`config.mk`:
```
export PLATFORM = sky130hd
export DESIGN_NAME = pool_frame_ctrl
export DESIGN_NICKNAME = d
export VERILOG_FILES = /design/src/rtl/pool_ctrl_pkg.sv /design/src/rtl/pool_pos_counter.sv /design/src/rtl/pool_frame_ctrl.sv
export SDC_FILE = /design/constraint.sdc
export NUM_CORES = 1
export LEC_CHECK = 0
export ABC_CLOCK_PERIOD_IN_PS = 3200
export CORE_MARGIN = 5
export CORE_UTILIZATION = 48
export CTS_BUF_LIST = sky130_fd_sc_hd__clkbuf_8 sky130_fd_sc_hd__clkbuf_16
export CTS_CLUSTER_SIZE = 25
export DETAILED_ROUTE_END_ITERATION = 8
export PLACE_DENSITY = 0.76
export SLEW_MARGIN = 20
export SYNTH_ARGS = -nofsm -noshare
export SYNTH_HDL_FRONTEND = slang
export SYNTH_HIERARCHICAL = 1
export SYNTH_SLANG_ARGS = --single-unit
```
`constraint.sdc`:
```
create_clock -name clk -period 3.2 [get_ports clk]
set_input_delay 0.8 -clock clk [delete_from_list [all_inputs] [get_ports clk]]
set_output_delay 0.8 -clock clk [all_outputs]
set_load 0.05 [all_outputs]
```
`src/rtl/pool_ctrl_pkg.sv`:
```
// pool_ctrl_pkg
// Shared types and geometry helpers for the max-pooling frame controller
// and the pooling layer instances that must agree with it on output size
// and crop margins.
//   pool_state_e : frame sequencer states
//   out_dim()    : pooled output size along one axis
//   crop()       : trailing input pixels along one axis that no window covers
package pool_ctrl_pkg;

    typedef enum logic [1:0] {
        IDLE  = 2'd0,
        RUN   = 2'd1,
        DRAIN = 2'd2,
        DONE  = 2'd3
    } pool_state_e;

    function automatic int out_dim(input int in_dim, input int k, input int s);
        return (in_dim - k) / s + 1;
    endfunction

    function automatic int crop(input int in_dim, input int k, input int s);
        return (in_dim - k) % s;
    endfunction

endpackage

```
`src/rtl/pool_pos_counter.sv`:
```
// pool_pos_counter
// Raster-order row/column position of the next input pixel.
// Ports:
//   clk, rst          : clock, synchronous active-high reset
//   clr               : synchronous clear to (0,0), wins over en
//   en                : advance one pixel (column first, then row)
//   row_idx, col_idx  : current position
//   last_col          : col_idx is the final column
//   last_row          : row_idx is the final row
//   crop              : current pixel lies in the uncovered right/bottom margin
module pool_pos_counter #(
    parameter int WIDTH    = 32,
    parameter int HEIGHT   = 32,
    parameter int CROP_COL = 0,
    parameter int CROP_ROW = 0,
    parameter int CNT_W    = 6
) (
    input  logic             clk,
    input  logic             rst,
    input  logic             clr,
    input  logic             en,
    output logic [CNT_W-1:0] row_idx,
    output logic [CNT_W-1:0] col_idx,
    output logic             last_col,
    output logic             last_row,
    output logic             crop
);

    localparam logic [CNT_W-1:0] LAST_COL = CNT_W'(WIDTH - 1);
    localparam logic [CNT_W-1:0] LAST_ROW = CNT_W'(HEIGHT - 1);
    // First column/row of the crop margin; equals WIDTH/HEIGHT (never
    // reached) when the stride tiles the frame exactly.
    localparam logic [CNT_W-1:0] CROP_COL_START = CNT_W'(WIDTH - CROP_COL);
    localparam logic [CNT_W-1:0] CROP_ROW_START = CNT_W'(HEIGHT - CROP_ROW);

    assign last_col = (col_idx == LAST_COL);
    assign last_row = (row_idx == LAST_ROW);
    assign crop     = (col_idx >= CROP_COL_START) || (row_idx >= CROP_ROW_START);

    always_ff @(posedge clk) begin
        if (rst || clr) begin
            row_idx <= '0;
            col_idx <= '0;
        end else if (en) begin
            if (last_col) begin
                col_idx <= '0;
                row_idx <= last_row ? '0 : row_idx + 1'b1;
            end else begin
                col_idx <= col_idx + 1'b1;
            end
        end
    end

endmodule

```
`src/rtl/pool_frame_ctrl.sv`:
```
// pool_frame_ctrl
// Frame sequencer between the input FWFT pixel FIFO and the max-pooling
// datapath. Pops one frame of IN_HEIGHT x IN_WIDTH pixels, drops the
// right/bottom margin no pooling window covers, then waits for the last
// pooled output before pulsing done.
//
// Handshake: a pixel moves FIFO -> pooling in any cycle where fifo_rd_en is
// high; fifo_rd_en is only raised when the FIFO is non-empty (valid),
// downstream is not almost full, and either the pooling line buffer asks
// for a pixel (ready) or the pixel is a crop pixel that is popped and
// dropped. pool_i_valid marks the popped pixels the datapath must consume;
// it is combinational so data passes with zero added latency.
//
// Ports:
//   clk, rst              : clock, synchronous active-high reset
//   start                 : frame start pulse, accepted in IDLE only
//   abort                 : return to IDLE from any state, no done
//   fifo_empty/fifo_rd_en : input FIFO status / pop
//   pool_rd_req           : pooling line buffer wants a pixel
//   pool_i_valid          : pixel valid into pooling datapath
//   pool_o_valid          : one pulse per pooled output
//   down_almost_full      : downstream back-pressure, stalls popping
//   busy                  : RUN or DRAIN
//   done                  : one-cycle frame-complete pulse
//   err                   : sticky, pool_o_valid seen outside a frame
//   row_idx, col_idx      : position of the next input pixel
//   out_cnt               : pooled outputs seen this frame
//   state_dbg             : current sequencer state
module pool_frame_ctrl
    import pool_ctrl_pkg::*;
#(
    parameter int  IN_WIDTH  = 32,
    parameter int  IN_HEIGHT = 32,
    parameter int  KERNEL    = 2,
    parameter int  STRIDE    = 2,
    localparam int OUT_W     = out_dim(IN_WIDTH, KERNEL, STRIDE),
    localparam int OUT_H     = out_dim(IN_HEIGHT, KERNEL, STRIDE),
    localparam int OUT_TOTAL = OUT_W * OUT_H,
    localparam int CNT_W     = $clog2(((IN_WIDTH > IN_HEIGHT) ? IN_WIDTH : IN_HEIGHT) + 1),
    localparam int OCNT_W    = $clog2(OUT_TOTAL + 1)
) (
    input  logic              clk,
    input  logic              rst,
    input  logic              start,
    input  logic              abort,
    input  logic              fifo_empty,
    output logic              fifo_rd_en,
    input  logic              pool_rd_req,
    output logic              pool_i_valid,
    input  logic              pool_o_valid,
    input  logic              down_almost_full,
    output logic              busy,
    output logic              done,
    output logic              err,
    output logic [CNT_W-1:0]  row_idx,
    output logic [CNT_W-1:0]  col_idx,
    output logic [OCNT_W-1:0] out_cnt,
    output pool_state_e       state_dbg
);

    localparam int CROP_COL = crop(IN_WIDTH, KERNEL, STRIDE);
    localparam int CROP_ROW = crop(IN_HEIGHT, KERNEL, STRIDE);
    localparam logic [OCNT_W-1:0] OUT_ALL  = OCNT_W'(OUT_TOTAL);
    localparam logic [OCNT_W-1:0] OUT_LAST = OCNT_W'(OUT_TOTAL - 1);

    pool_state_e       state_q;
    pool_state_e       state_d;
    logic [OCNT_W-1:0] out_cnt_q;
    logic              err_q;
    logic              last_col;
    logic              last_row;
    logic              crop_px;
    logic              start_ok;
    logic              cnt_clr;
    logic              final_pop;
    logic              out_hit;
    logic              in_frame;

    assign start_ok = (state_q == IDLE) && start && !abort;
    assign cnt_clr  = abort || start_ok;
    assign in_frame = (state_q == RUN) || (state_q == DRAIN);

    assign fifo_rd_en   = (state_q == RUN) && !fifo_empty && !down_almost_full
                        && (crop_px || pool_rd_req);
    assign pool_i_valid = fifo_rd_en && !crop_px;
    assign final_pop    = fifo_rd_en && last_col && last_row;

    // Covers both the final output arriving earlier (during RUN) and it
    // arriving in this very DRAIN cycle.
    assign out_hit = (out_cnt_q == OUT_ALL) || (pool_o_valid && (out_cnt_q == OUT_LAST));

    pool_pos_counter #(
        .WIDTH    (IN_WIDTH),
        .HEIGHT   (IN_HEIGHT),
        .CROP_COL (CROP_COL),
        .CROP_ROW (CROP_ROW),
        .CNT_W    (CNT_W)
    ) u_pos (
        .clk      (clk),
        .rst      (rst),
        .clr      (cnt_clr),
        .en       (fifo_rd_en),
        .row_idx  (row_idx),
        .col_idx  (col_idx),
        .last_col (last_col),
        .last_row (last_row),
        .crop     (crop_px)
    );

    always_comb begin
        state_d = state_q;
        if (abort) begin
            state_d = IDLE;
        end else begin
            case (state_q)
                IDLE:    if (start)     state_d = RUN;
                RUN:     if (final_pop) state_d = DRAIN;
                DRAIN:   if (out_hit)   state_d = DONE;
                DONE:                   state_d = IDLE;
                default:                state_d = IDLE;
            endcase
        end
    end

    always_ff @(posedge clk) begin
        if (rst) begin
            state_q <= IDLE;
        end else begin
            state_q <= state_d;
        end
    end

    always_ff @(posedge clk) begin
        if (rst || cnt_clr) begin
            out_cnt_q <= '0;
        end else if (pool_o_valid && in_frame) begin
            out_cnt_q <= out_cnt_q + 1'b1;
        end
    end

    // A stray output in the same cycle as an accepted start still counts
    // as an error; the set takes priority over the clear.
    always_ff @(posedge clk) begin
        if (rst) begin
            err_q <= 1'b0;
        end else if (pool_o_valid && !in_frame) begin
            err_q <= 1'b1;
        end else if (start_ok) begin
            err_q <= 1'b0;
        end
    end

    assign busy      = in_frame;
    assign done      = (state_q == DONE);
    assign err       = err_q;
    assign out_cnt   = out_cnt_q;
    assign state_dbg = state_q;

endmodule

```
==> results.cfg, run 1 <==
[run_status]
status = finished, final reports clean

[clock_network]
h-tree-depth = 1
cts_tree = built
cts.sinks = 24
cts.clk_slew.worst_paths_ps = 90
clockBufferDepth = 2
root_buffer = clkbuf_8
clk_latency_ps = 270
postCtsHoldBufs = 0
cts_resized = 0
cts_made_buffers = 3
postCtsSetupBuffers = 0

[floorplanning]
rows = 19
pin_count = 36
start_util_pct = 49.93
die_w_um = 63.33
dieArea_mm2 = 0.004010
die_h_um = 63.33
coreArea_mm2 = 0.002734

[critical_path]
reg2reg_depth = 7
cp_max_fo = 2
setup.worst_path.start = fifo_empty
r2r_start = state_dbg[1]
r2r_slack_ps = 1030
startpoint_type = primary input
arrival_ps = 2000
r2r_end = u_pos/row_idx[4]
critPathKind = in -> out
end_kind = output port
cp-endpoint = pool_i_valid
cp.required_ps = 2400

[sta]
finalSetupViolCount = 0
fin_skew_ps = 2.373
max_freq_mhz = 356.6
slew_headroom_pct = 64.34
fin_crit_ps = 2805
maxSlewViolCount = 0
period_share_pct = 87.64
setup-tns-final_ps = 0
rsz0062_at_grt = no
final-hold-violation-count = 0
worstMarginPinSlew_ps = 533.3

[yosys]
synth_cell_types = 40
synth_top_area_share_pct = 35.20
syn-num-nets = 175
syn_area_mm2 = 0.001365
yosysWarnings = 6
synth_edf_count = 0
syn_area_per_cell_um2 = 8.807
syn_inst = 155
synthFlopType = dfxtp_1
ys_ff_latch = 24
synth_area_leader_cell = dfxtp_1
seq_area_frac_synth_pct = 35.20
synth_area_leaders = dfxtp_1 35%, ha_1 11%, xor2_1 5.1%
async_flop_share_pct = 0

[power]
ir_drop_mv = 0.3162
power_density_mw_per_mm2 = 349.6
p_leak_nw = 0.6403

[final_layout]
nNetsFinal = 213
final_common_cell = clkdlybuf4s50_1
multiInputGateArea_um2 = 844.6
regArea_um2 = 480.5
final_cells = 223
diodes = 0
final_cell_mix = 33 x clkdlybuf4s50_1, 24 x dfxtp_1, 18 x nor2_1
post-route-util_pct = 67.69
area_growth_pct = 35.56
nFillCells = 229
drive_gt1_share_pct = 9.375

[global_route]
grt_max_degree = 15
grt-ovfl-total = 0
grt_pass1_wl_mm = 5.444
grt_usage_pct = 16.17
grt_pass1_vias = 1233
antenna_found_initial = 0

[drt]
wl_per_cell_um = 14.28
drt_wl_total_mm = 3.184
firstDrtPassIters = 4
viasPerCell = 5.466
wl_met1_mm = 1.360
wl_met2_mm = 1.638
drt_iter0_markers = 60
num_vias = 1219
wl_met3_um = 154
top_layer_used = met4
drtAntennaViolNets = 0
drc_errors = 0

[placed_design]
dp_hpwl_mm = 2.442
port_buffers = 35
gp_congestion = 0.7896
dp_cells = 219

[min_path]
min_path_type = reg -> reg

[job]
drv_cap = 0
-- final cells by class --
class	instances	share of cell area [%]
multi-input cells	118	45.64
flip-flops and latches	24	25.96
repair buffers	36	20.42
clock buffers	3	2.231
well taps	31	2.096
inverters	10	2.028
clock inverters	1	1.623
-- Yosys cell counts (all sizes together), types with 2 or more instances --
cell / number
or4: 2
ha: 12
o31ai: 3
a211oi: 2
nand3: 4
dfxtp: 24
a21oi: 3
nand2: 17
buf: 2
o211ai: 4
xnor2: 3
nor2: 18
mux2i: 5
or3: 3
o21ai: 5
or2: 3
nand4: 6
inv: 10
xor2: 8
or4b: 2
and3: 2
nor3: 3
nand2b: 5
-- how the worst min path moves through the flow --
| stage | startpoint | end | slack, ps | cells after the start |
|---|---|---|---|---|
| after floorplan | u_pos/row_idx[5] | u_pos/row_idx[5] | 690 | 2 |
| after global placement | err | err | 460 | 2 |
| after detailed placement | err | err | 490 | 2 |
| after CTS | err | err | 500 | 2 |
| after global routing | err | err | 520 | 2 |
| final | err | err | 490 | 2 |
-- cells by family (layout without fill, tap and decap cells) --
group / after synthesis / count (layout) / share of synthesized area [%]
simple gates: 71 / 71 / 27.77
flops: 24 / 24 / 35.20
compound gates: 19 / 19 / 11.09
buf+inv: 13 / 50 / 4.216
fa+ha+maj: 12 / 12 / 11.00
xor+xnor: 11 / 11 / 7.058
mux: 5 / 5 / 3.667
-- state kept, by name, summed over array words and instances, names as in the netlist --
name and flops:
u_pos/col_idx 6, u_pos/row_idx 6, state_dbg 2, out_cnt 9
err 1
-- through the flow --
step | setup slack, ps | hold slack, ps | cell area (um^2) | total power [mW]
after global routing | 342.1 | 519.0 | 1851 | 0.6676
final | 395.5 | 492.6 | 1851 | 0.6470
after global placement | 409.9 | 462.5 | 1779 | 0.3838
after detailed placement | 366.9 | 489.4 | 1779 | 0.3851
after CTS | 369.2 | 497.4 | 1851 | 0.6510
after floorplan | 14.02 | 688.0 | 1383 | 0.3582
-- critical path, cell delays in order --
cell             delay (ps)
clkdlybuf4s50_1         500
nor4b_4                 320
nor2b_2                 230
buf_12                  150
-- report_power, final --
part	internal, mW	switching (mW)	total (mW)
Clock	0.167	0.101	0.268
Sequential	0.301	0.00287	0.304
Combinational	0.0304	0.0440	0.0744
Total	0.499	0.148	0.647
-- routing by layer --
metal  global-route usage (%)  vias up
li1                         -      608
met1                    18.82      576
met2                    29.31       31
met3                    3.375        4
met4                    4.675        0
met5                        0        -
(Power assumes the default switching activity.)
==> run 2, diff against run 1 <==
Settings changed: SLEW_MARGIN 20 to default.
==> results of run 2 <==
Same layout as run 1: the final DEF is identical, and so are final timing and power.
==> run 3, diff against run 2 <==
Settings changed: ABC_AREA from default to 1, CORE_UTILIZATION 48 to 49, PLACE_DENSITY 0.76 to 0.77.
==> run 3 against run 2 <==
Critical endpoint is now fifo_rd_en. Global-route usage shrank 0.36 points. First-iteration DRC count shrank 20%. Flip-flop and latch count unchanged. Cell count grew 24%. Non-clock buffer count shrank 1. Die area rose by 3.6%. Highest routed layer unchanged. Critical path depth is 3 higher. Sequential power is essentially flat. Design area is 4.3% higher.
==> results.cfg, run 3 <==
[clock_network]
clk_latency_ps = 270
postCtsSetupBuffers = 0
cts_tree = built
cts.clk_slew.worst_paths_ps = 90
clockBufferDepth = 2
h-tree-depth = 1
cts_resized = 0
root_buffer = clkbuf_8
cts.sinks = 24
postCtsHoldBufs = 0
cts_made_buffers = 3

[floorplanning]
rows = 19
die_h_um = 64.47
start_util_pct = 51.83
dieArea_mm2 = 0.004156
coreArea_mm2 = 0.002805
die_w_um = 64.47
pin_count = 36

[global_route]
grt_pass1_wl_mm = 5.375
grt_max_degree = 15
grt-ovfl-total = 0
antenna_found_initial = 0
grt_pass1_vias = 1266
grt_usage_pct = 15.81

[critical_path]
path_delay_family = buffers and inverters
cp.required_ps = 2400
setup.worst_path.start = fifo_empty
path_cells = clkdlybuf4s50_1 -> inv_1 -> nand2_1 -> nor2_1 -> nand2_1 -> inv_1 -> buf_12
end_kind = output port
critPathKind = in -> out
arrival_ps = 2030
r2r_start = state_dbg[1]
max_stage_delay_ps = 400
cp_max_fo = 13
slowest_stage = clkdlybuf4s50_1
startpoint_type = primary input
critPathBufInv = 4

[drt]
drtAntennaViolNets = 0
firstDrtPassIters = 4
drc_errors = 0
wl_per_cell_um = 11.33
drt_iter0_markers = 48
viasPerCell = 4.982
num_vias = 1375
drt_wl_total_mm = 3.127

[yosys]
synth-adder-area-share_pct = 10.33
async_flop_share_pct = 0
syn_area_per_cell_um2 = 7.024
synth_area_leader_cell = dfxtp_1
yosys.area_share.simple_pct = 36.49
synth_area_leaders = dfxtp_1 33%, nand2_1 12%, ha_1 10%
synth_top_area_share_pct = 33.05
yosysMostFrequentCell = nand2_1
seq_area_frac_synth_pct = 33.05
muxShareOfSynthArea_pct = 0
synth_compound_area_share_pct = 9.122
syn_inst = 207
synth_top_family_by_area = simple AND/OR/NAND/NOR gates
synthFlopType = dfxtp_1
synth_edf_count = 0
synthXorXnorAreaFrac_pct = 0.6024
yosysWarnings = 6
syn-num-nets = 227
ys_ff_latch = 24
syn_area_mm2 = 0.001454
yosys-top-cells-count = 47 x nand2_1, 36 x inv_1, 24 x dfxtp_1
synth_cell_types = 27

[final_layout]
final_common_cell = nand2_1
largest_reg_flops = 9
area_growth_pct = 32.70
nFillCells = 247
design_area_mm2 = 0.001929
drive_gt1_share_pct = 9.796
final_cell_mix = 47 x nand2_1, 36 x inv_1, 33 x clkdlybuf4s50_1
diodes = 0
multiInputGateArea_um2 = 822.0
regArea_um2 = 480.5
nNetsFinal = 266

[sta]
finalSetupViolCount = 0
whs_ps = 481.8
maxSlewViolCount = 0
final-hold-violation-count = 0
fin_crit_ps = 2830
rsz0062_at_grt = no
max_freq_mhz = 353.3
slew_headroom_pct = 66.25
worstMarginPinSlew_ps = 504.6
fin_skew_ps = 7.045
setup-tns-final_ps = 0
period_share_pct = 88.45

[run_status]
status = finished, final reports clean

[power]
power.total_uw = 680.7
p_leak_nw = 0.8094
ir_drop_mv = 0.3815
power_density_mw_per_mm2 = 352.8

[min_path]
hold_start = err
min_path_type = reg -> reg

[placed_design]
port_buffers = 35
gp_congestion = 0.8252
dp_hpwl_mm = 2.428
dpl_cell_area_mm2 = 0.001858

[job]
drv_cap = 0
run 3: cell types whose count changed after synthesis, moves of 4 or more:
| cell | change |
|---|---|
| nand2b_1 | -4 |
| xor2_1 | -8 |
| o21ai_1 | +6 |
| nand2_1 | +30 |
| a21oi_1 | +9 |
| nand3_2 | +5 |
| inv_1 | +26 |
| nand3_1 | +5 |
| mux2i_1 | -5 |
run 3: stage by stage:
stage | util, % | worst slack, ps | instances
floorplan | - | 621.5 | 207
global placement | 66.24 | 390.3 | 272
detailed placement | 66.24 | 361.2 | 272
CTS | 68.78 | 365.5 | 276
global route | 68.78 | 261.7 | 276
finish | 68.78 | 369.6 | 276
run 3: final cells by class:
class,instances,share of cell area (%)
Timing Repair Buffer,35,19.20
Inverter,39,7.588
Multi-Input combinational cell,143,42.61
Tap cell,31,2.010
Sequential cell,24,24.90
Clock buffer,3,2.140
Clock inverter,1,1.556
run 3: cell families (layout without fill, tap and decap cells):
family	count (synthesis)	in the layout
compound gates	26	26
xor+xnor	1	1
fa+ha+maj	12	12
buf+inv	40	78
flops	24	24
simple gates	104	104
run 3: per-layer routing:
layer	GRT usage, %	up-vias	part of all wire, %
li1	-	729	-
met1	21.53	604	49
met2	25.90	40	45
met3	3.800	2	5.7
met4	2.639	0	0.35
met5	0	-	0
run 3: worst paths after layout:
kind	to	slack [ps]	cells past startpoint
worst max-delay path	fifo_rd_en	370	7
worst min-delay path	err	480	2
worst max register to register	u_pos/row_idx[5]	1010	13
worst min register to register	err	480	2
run 3: worst reg2reg max path, cell delays in order (launching register included):
cell     delay [ps]
dfxtp_1         340
inv_1           140
ha_1            190
nand2_1          60
nor2_1          120
nand2_1          80
inv_1           350
nand2_1         130
nor2_2          170
nand3_2         140
nand2_2         130
nand2_1         110
nand2_1         100
nor2_2           30
run 3: power breakdown:
group	leakage (nW)	internal [mW]	switching [mW]
sequential	0.194	0.303	0.00353
clock	0.0357	0.167	0.0976
combinational	0.580	0.0394	0.0700
==> patch: new RTL, settings of run 3 <==
`STRIDE`: 2 -> 1.
--- a/src/rtl/pool_frame_ctrl.sv
+++ b/src/rtl/pool_frame_ctrl.sv
@@ -33,5 +33,5 @@
     parameter int  IN_HEIGHT = 32,
     parameter int  KERNEL    = 2,
-    parameter int  STRIDE    = 2,
+    parameter int  STRIDE    = 1,
     localparam int OUT_W     = out_dim(IN_WIDTH, KERNEL, STRIDE),
     localparam int OUT_H     = out_dim(IN_HEIGHT, KERNEL, STRIDE),
Interface: changed (resized out_cnt); port bits go from 36 to 37. No check against the original RTL was run, so the function may have changed too.
==> patch against run 3 <==
- synthesized area increased by 3.5%
- fmax grew 2.1%
- hold slack got worse by 0.017 ns
- die area up 3.0%
- cell area rose by 2.3%
- sequential cell count grew 1
- combinational power decreased by 8%
- worst setup slack improved by 0.059 ns
- wire length rose by 2.2%
- critical path depth fell by 1
- total power fell by 11%
- critical path type unchanged
- largest power group unchanged
- highest routed layer unchanged
==> patch: results (changes against run 3) <==
Run status
  • Status: complete, no violations

Logic synthesis
  • Seq/Total Area, Yosys: 33.3% (+0.20 points)
  • Distinct cells, synth: 23 (-15%)
  • Yosys warning count: 6 (unchanged)
  • Synth top cells by count: 47 x nand2_1, 37 x inv_1, 26 x nor2_1
  • Area contributors post-synth: dfxtp_1 33%, nand2_1 12%, ha_1 10%, inv_1 9.2%, nor2_1 6.5%
  • Top cell type's share of synthesized area: 33.3% (+0.20 points)
  • Post-Syn Nets: 237 (+4.4%)
  • Ys flop type: dfxtp_1

Worst setup path
  • Largest stage delay on the critical path: 0.39 ns
  • Max Fanout on Critical Path: 3 (-10)
  • Worst EP arrival: 1.97 ns (-0.06 ns)
  • Crit path launch: pool_rd_req

Placement
  • IO buf count: 36 (+2.9%)
  • Hpwl dp: 2500 um (+3.1%)
  • DP Area: 1930 um^2 (+3.8%)
  • Final Wtd Congestion: 0.786 (-4.7%)

Global routing
  • Overall routing resource usage: 16.2% (+0.40 points)
  • First-pass GRT wire length: 5580 um (+3.7%)
  • Pin count of the biggest net entering global routing: 14 (-1)
  • GR Util met1: 23.1% (+1.6 points)
  • Vias in the first global route: 1,300 (+2.7%)
  • Met3 GRT Util: 3.25% (-0.55 points)
  • Met2 Usage GRT: 24.3% (-1.6 points)
  • Initial antenna violation count: 0 (unchanged)

Routing
  • Drt first pass iters: 6 (+2)
  • Max Used Layer: met4
  • Wire length on met1: 1630 um (+7.2%)
  • Detailed Route Iter0 Violations: 59 (+23%)
  • Via count: 1,429 (+3.9%)
  • WL met2: 1350 um (-5.2%)
  • DR WL met3: 177 um (-0.56%)
  • DR WL/cell: 11.0 um (-2.7%)

Pwr
  • Pleak: 0.809 nW (about the same)
  • Peak VDD IR: 175 uV (-54%)
  • Switching pwr: 0.170 mW (-0.50%)

Timing
  • Setup Skew: 0.00320 ns (-0.00385 ns)
  • Slew headroom: 66.2% (about the same)

Finish
  • Nets@finish: 278 (+4.5%)
  • Share of cells above drive strength 1: 10.1% (+0.32 points)
  • Max reg flops: 10 (+1)
  • FILL cells: 272 (+10%)
  • Inserted Diodes: 0 (unchanged)

Clocking
  • Root Driver: clkbuf_8
  • CTS max path bufs: 2 (unchanged)

Min path
  • Min-delay src: out_cnt[9]
## patch: critical path: cells and delay by family
kind	cells	cell delay [ns]
buf+inv	3	0.59
simple gates	3	0.58
## patch: kinds of logic (layout without fill, tap and decap cells)
group,count (synthesis),after routing,share of synthesized area (%)
flip-flops,25,25,33.3
adder cells (fa/ha/maj),12,12,9.97
AND/OR/NAND/NOR,116,116,38.6
buffers and inverters,41,81,10.3
AO/OA/AOI/OAI,22,22,7.31
XOR/XNOR,1,1,0.582
## patch: path summary, 6_finish.rpt
| path | end | slack (ns) | cells past startpoint |
|---|---|---|---|
| max | pool_i_valid | 0.43 | 6 |
| min | out_cnt[9] | 0.47 | 2 |
| max reg2reg | u_pos/row_idx[5] | 1.06 | 13 |
| min reg2reg | out_cnt[9] | 0.47 | 2 |
## patch: power by group through the flow
| stage | Sequential, mW | Clock (mW) | Combinational (mW) |
|---|---|---|---|
| floorplan | 0.340 | 0 | 0.0528 |
| global placement | 0.326 | 0 | 0.0996 |
| detailed placement | 0.326 | 0 | 0.0999 |
| CTS | 0.319 | 0.191 | 0.100 |
| global route | 0.320 | 0.204 | 0.110 |
| finish | 0.319 | 0.189 | 0.100 |
## patch: cell type report
cell class | count | area [um^2] | share of cell area (%)
clock buffers | 3 | 41.3 | 2.09
clock inverters | 1 | 3.75 | 0.190
inverters | 40 | 150 | 7.60
multi-input cells | 151 | 850 | 43.0
flip-flops and latches | 25 | 500 | 25.3
well taps | 33 | 41.3 | 2.09
repair buffers | 37 | 388 | 19.6
## patch: metrics by stage
stage	power, mW	cells	util, %	worst slack [ns]
after CTS	0.610	290	65.8	0.419
final	0.608	290	65.8	0.429
after global placement	0.426	286	64.3	0.444
after floorplan	0.393	217	-	0.434
after detailed placement	0.426	286	64.3	0.420
after global routing	0.634	290	65.8	0.346
